$ cat config.mk
export PLATFORM = sky130hd
export DESIGN_NAME = decode_buffer
export DESIGN_NICKNAME = d
export VERILOG_FILES = /design/src/rtl/decode_buffer.sv
export SDC_FILE = /design/constraint.sdc
export NUM_CORES = 1
export LEC_CHECK = 0
export ABC_AREA = 1
export BUFFER_PORTS_ARGS = -buffer_cell sky130_fd_sc_hd__buf_2
export CAP_MARGIN = 10
export CORE_ASPECT_RATIO = 0.9
export CORE_UTILIZATION = 62
export DETAILED_ROUTE_END_ITERATION = 8
export PLACE_DENSITY = 0.93
export SLEW_MARGIN = 25
export SYNTH_ARGS = -nofsm -noshare
export SYNTH_HDL_FRONTEND = slang
export SYNTH_SLANG_ARGS = --single-unit
$ cat constraint.sdc
create_clock -name clk -period 11.05 [get_ports clk]
set_clock_uncertainty 0.2 [all_clocks]
set_input_delay 0.5525 -clock clk [delete_from_list [all_inputs] [get_ports clk]]
set_output_delay 0.5525 -clock clk [all_outputs]
set_load 0.1 [all_outputs]
$ cat src/rtl/decode_buffer.sv
// IF->ID decoupling queue of {pc, instr, is_ds}; delay-slot tags are computed at enqueue time.
// Optional zero-latency empty-queue bypass when DBUF_BYPASS_EN is defined.
module decode_buffer #(
    parameter int unsigned DEPTH = 4,
    parameter int unsigned AW    = 2
) (
    input  logic          clk,
    input  logic          rst,
    input  logic          in_valid,
    output logic          in_ready,
    input  logic [31:0]   in_pc,
    input  logic [31:0]   in_instr,
    output logic          out_valid,
    input  logic          out_ready,
    output logic [31:0]   out_pc,
    output logic [31:0]   out_instr,
    output logic          out_is_ds,
    input  logic          redirect,
    input  logic          flush,
    output logic [AW:0]   count
);

    localparam int unsigned CW = AW + 1;

    logic [31:0]      pc_mem    [DEPTH];
    logic [31:0]      instr_mem [DEPTH];
    logic [DEPTH-1:0] ds_mem;

    logic [AW-1:0] rd;
    logic [AW-1:0] wr;
    logic          last_br;
    logic          ds_pend;

    logic       full;
    logic       empty;
    logic       one;
    logic [5:0] op;
    logic [5:0] func;
    logic       is_br;
    logic       ds_tag;
    logic       byp;
    logic       enq;
    logic       deq;
    logic       redir;
    logic       mem_we;
    logic       mem_ds;

    // Status, predecode, head presentation and write decision
    always_comb begin
        full   = (count == CW'(DEPTH));
        empty  = (count == '0);
        one    = (count == CW'(1));
        op     = in_instr[31:26];
        func   = in_instr[5:0];
        is_br  = ((op != 6'd0) && (op <= 6'd7)) ||
                 ((op == 6'd0) && ((func == 6'b001000) || (func == 6'b001001)));
        ds_tag = last_br | ds_pend;
`ifdef DBUF_BYPASS_EN
        byp    = empty & in_valid & out_ready & ~flush;
`else
        byp    = 1'b0;
`endif
        in_ready  = ~full;
        out_valid = ~empty | byp;
        out_pc    = 32'd0;
        out_instr = 32'd0;
        out_is_ds = 1'b0;
        if (byp) begin
            out_pc    = in_pc;
            out_instr = in_instr;
            out_is_ds = ds_tag;
        end else if (!empty) begin
            out_pc    = pc_mem[rd];
            out_instr = instr_mem[rd];
            out_is_ds = ds_mem[rd];
        end
        deq   = out_valid & out_ready;
        enq   = in_valid & ~full;
        redir = redirect & deq;
        // On a redirect only a sole-remaining-entry enqueue survives, forced to be the slot
        mem_we = 1'b0;
        mem_ds = ds_tag;
        if (!flush) begin
            if (redir) begin
                mem_we = one & enq;
                mem_ds = 1'b1;
            end else begin
                mem_we = enq & ~byp;
            end
        end
    end

    // Entry storage; contents are masked at the output while invalid
    always_ff @(posedge clk) begin
        if (mem_we) begin
            pc_mem[wr]    <= in_pc;
            instr_mem[wr] <= in_instr;
            ds_mem[wr]    <= mem_ds;
        end
    end

    // Pointers, occupancy and delay-slot tracking
    always_ff @(posedge clk or negedge rst) begin
        if (!rst) begin
            rd      <= '0;
            wr      <= '0;
            count   <= '0;
            last_br <= 1'b0;
            ds_pend <= 1'b0;
        end else if (flush) begin
            rd      <= '0;
            wr      <= '0;
            count   <= '0;
            last_br <= 1'b0;
            ds_pend <= 1'b0;
        end else if (redir) begin
            last_br <= 1'b0;
            ds_pend <= 1'b0;
            if (!empty && !one) begin
                rd    <= rd + AW'(1);
                wr    <= rd + AW'(2);
                count <= CW'(1);
            end else if (byp) begin
                ds_pend <= 1'b1;
                last_br <= is_br;
            end else if (enq) begin
                rd      <= rd + AW'(1);
                wr      <= wr + AW'(1);
                last_br <= is_br;
            end else begin
                rd      <= rd + AW'(1);
                count   <= '0;
                ds_pend <= 1'b1;
            end
        end else if (byp) begin
            last_br <= is_br;
            ds_pend <= 1'b0;
        end else begin
            if (enq) begin
                wr      <= wr + AW'(1);
                last_br <= is_br;
                ds_pend <= 1'b0;
            end
            if (deq) begin
                rd <= rd + AW'(1);
            end
            count <= count + CW'(enq) - CW'(deq);
        end
    end

endmodule

==> flow_metrics.env <==
export IMPL_synth_seq_cells=269
export IMPL_num_vias=7147
export IMPL_slew_headroom_pct=34.3
export IMPL_max_freq_ghz=0.235
export IMPL_avgSynthCellArea_sq_um=12.4
export IMPL_reg2reg_from="count[1]"
export IMPL_cp_start_kind="register"
export IMPL_seq_area_frac_synth_pct=74.9
export IMPL_grt_usage_pct=25.7
export IMPL_crit_chain="inv_4 > buf_4 > o21ai_0 > a21oi_1 > buf_2"
export IMPL_drv_cap=0
export IMPL_crit_buf_inv=3
export IMPL_hold_violations=0
export IMPL_ys_types=25
export IMPL_synth_top_area_share_pct=72.8
export IMPL_whs_path_depth=1
export IMPL_holdCritPathClass="in -> reg"
export IMPL_area_growth_pct=15.6
export IMPL_final_max_slew_viol_count=0
export IMPL_rows=45
export IMPL_regArea_sq_um=8040
export IMPL_timing_rr_end="instr_mem[3][6]"
export IMPL_synth_edff_count=260
export IMPL_dr_pass1_iters=5
export IMPL_ys_flop_type="edfxtp_1"
export IMPL_r2r_cells=6
export IMPL_holdPathEnd="pc_mem[1][2]"
export IMPL_syn_num_nets=941
export IMPL_status="complete, no violations"
export IMPL_synth_area_leaders="edfxtp_1 73%, nor2_1 9.6%, a21oi_1 3.3%"
export IMPL_start_util_pct=63.5
export IMPL_vias_per_cell=5.85
export IMPL_h_tree_depth=1
export IMPL_fin_tns_setup_ps=0
export IMPL_fillers=1058
export IMPL_numCtsBuffers=26
export IMPL_diodes=0
export IMPL_drc=0
export IMPL_grt_setup_unrepaired="no"
export IMPL_ys_warn_count=0
export IMPL_post_cts_setup_buffer_count=0
export IMPL_drive_above_1_share_pct=19.7
export IMPL_ctsLongestPathBuffers=3
export IMPL_grt_overflow_total=0
export IMPL_path_max_fanout=76
export IMPL_setup_viol=0
export IMPL_fin_hold_ws_ps=51.9
export IMPL_gp_congestion=0.829
export IMPL_synth_most_common_cell="nor2_1"
export IMPL_numPortBuffers=139
export IMPL_critical_path_arrival_ps=3490
export IMPL_place_ws_ps=7420
export IMPL_final_nets=1068
export IMPL_antenna_found_initial=0
export IMPL_dieArea_sq_um=17800
export IMPL_synth_top_cells_by_count="274 x nor2_1, 260 x edfxtp_1, 71 x a21oi_1"
export IMPL_ys_async_sr_fraction_pct=3.35
export IMPL_drt_iter0_markers=625
export IMPL_crit_type="reg -> out"
export IMPL_fin_ws_ps=6800
export IMPL_coreArea_sq_um=16900
export IMPL_period_needed_ps=4250
export IMPL_drtAntennaViolNets=0
export IMPL_max_stage_delay_ps=720
export IMPL_cts_tree="built"
export IMPL_endpoint_kind="output pin"
export IMPL_wl_per_cell_microns=18.5
export IMPL_holdBufCountCts=1
export IMPL_cts_resized_gates=0
export IMPL_netlist_instances=864
export IMPL_place_hpwl_mm=12.3
export IMPL_tightest_slew_ps=986
export IMPL_cts_root_buffer="clkbuf_16"
export IMPL_wl_mm=22.6
export IMPL_r2r_slack_ps=8310
export IMPL_clock_latency_ps=510
export IMPL_fp_dieW_microns=141
export IMPL_worst_ep_required_time_ps=10300
export IMPL_die_h_microns=127
export IMPL_yosysTopAreaCell="edfxtp_1"
export IMPL_critPathTopFamily="buffers and inverters"
export IMPL_ios=140
export IMPL_netlist_area_sq_um=10700
export IMPL_cp_startpoint="rd[0]"
export IMPL_worstHoldStart="in_pc[2]"
export IMPL_cpMaxStageDelayCell="dfrtp_4"
export IMPL_grt_pass1_wl_mm=35.0
export IMPL_final_period_utilization_pct=38.4
export IMPL_path_clk_slew_ps=60
export IMPL_multiInputGateArea_sq_um=2350
export IMPL_grt_pass1_vias=6979
export IMPL_grt_max_degree=80
export IMPL_numClockSinks=269
kinds of logic (layout without fill, tap and decap cells):
family                   Yosys count  after routing  share of synthesized area [%]
AND/OR/NAND/NOR                  305            305                           10.9
adder cells (fa/ha/maj)            7              7                          0.887
AO/OA/AOI/OAI                    209            209                           9.78
XOR/XNOR                           1              1                         0.0817
flip-flops                       269            269                           74.9
buffers and inverters             73            220                           3.37
routing by layer:
layer	vias up	global-route usage (%)	share of wire (%)
li1	3299	-	-
met1	3436	32.8	39
met5	-	0	0
met4	0	10.0	3.0
met2	358	44.7	50
met3	54	4.34	7.9
placed cells by master (no fill, tap or decap), types with 9 or more instances in the layout:
| master | instances |
|---|---|
| buf_2 | 139 |
| edfxtp_1 | 260 |
| buf_4 | 9 |
| nor2_1 | 270 |
| o21ai_0 | 69 |
| inv_1 | 19 |
| o21ai_1 | 68 |
| clkbuf_16 | 27 |
| nand2_1 | 19 |
| a21oi_1 | 71 |
per-stage QoR:
step                instances  cell area [sq um]  util, %
floorplan                 864              10700        -
global placement         1173              11500     68.1
detailed placement       1173              11500     68.1
CTS                      1222              12400     73.3
global route             1222              12400     73.3
finish                   1222              12400     73.3
cell type report:
type,instances,share of cell area (%)
Timing Repair Buffer,149,6.24
Tap cell,211,2.13
Multi-Input combinational cell,522,19.0
Inverter,23,0.717
Clock buffer,31,5.58
Sequential cell,269,64.9
Clock inverter,17,1.43
flip-flops by register name (all words and copies together), names as in the netlist:
signal and count:
ds_mem 4, instr_mem 128, pc_mem 128, ds_pend 1, count 3, rd 2
last_br 1, wr 2
worst max path at each step:
| stage | cells after the start | end |
|---|---|---|
| detailed placement | 5 | out_pc[28] |
| global placement | 5 | out_pc[17] |
| floorplan | 6 | ds_mem[0] |
| finish | 5 | out_pc[13] |
| global route | 5 | out_pc[13] |
| CTS | 5 | out_pc[13] |
Power is left out: the tool's default activity adds up to more than one toggle a clock period on the data nets, which glitch-free logic cannot reach.
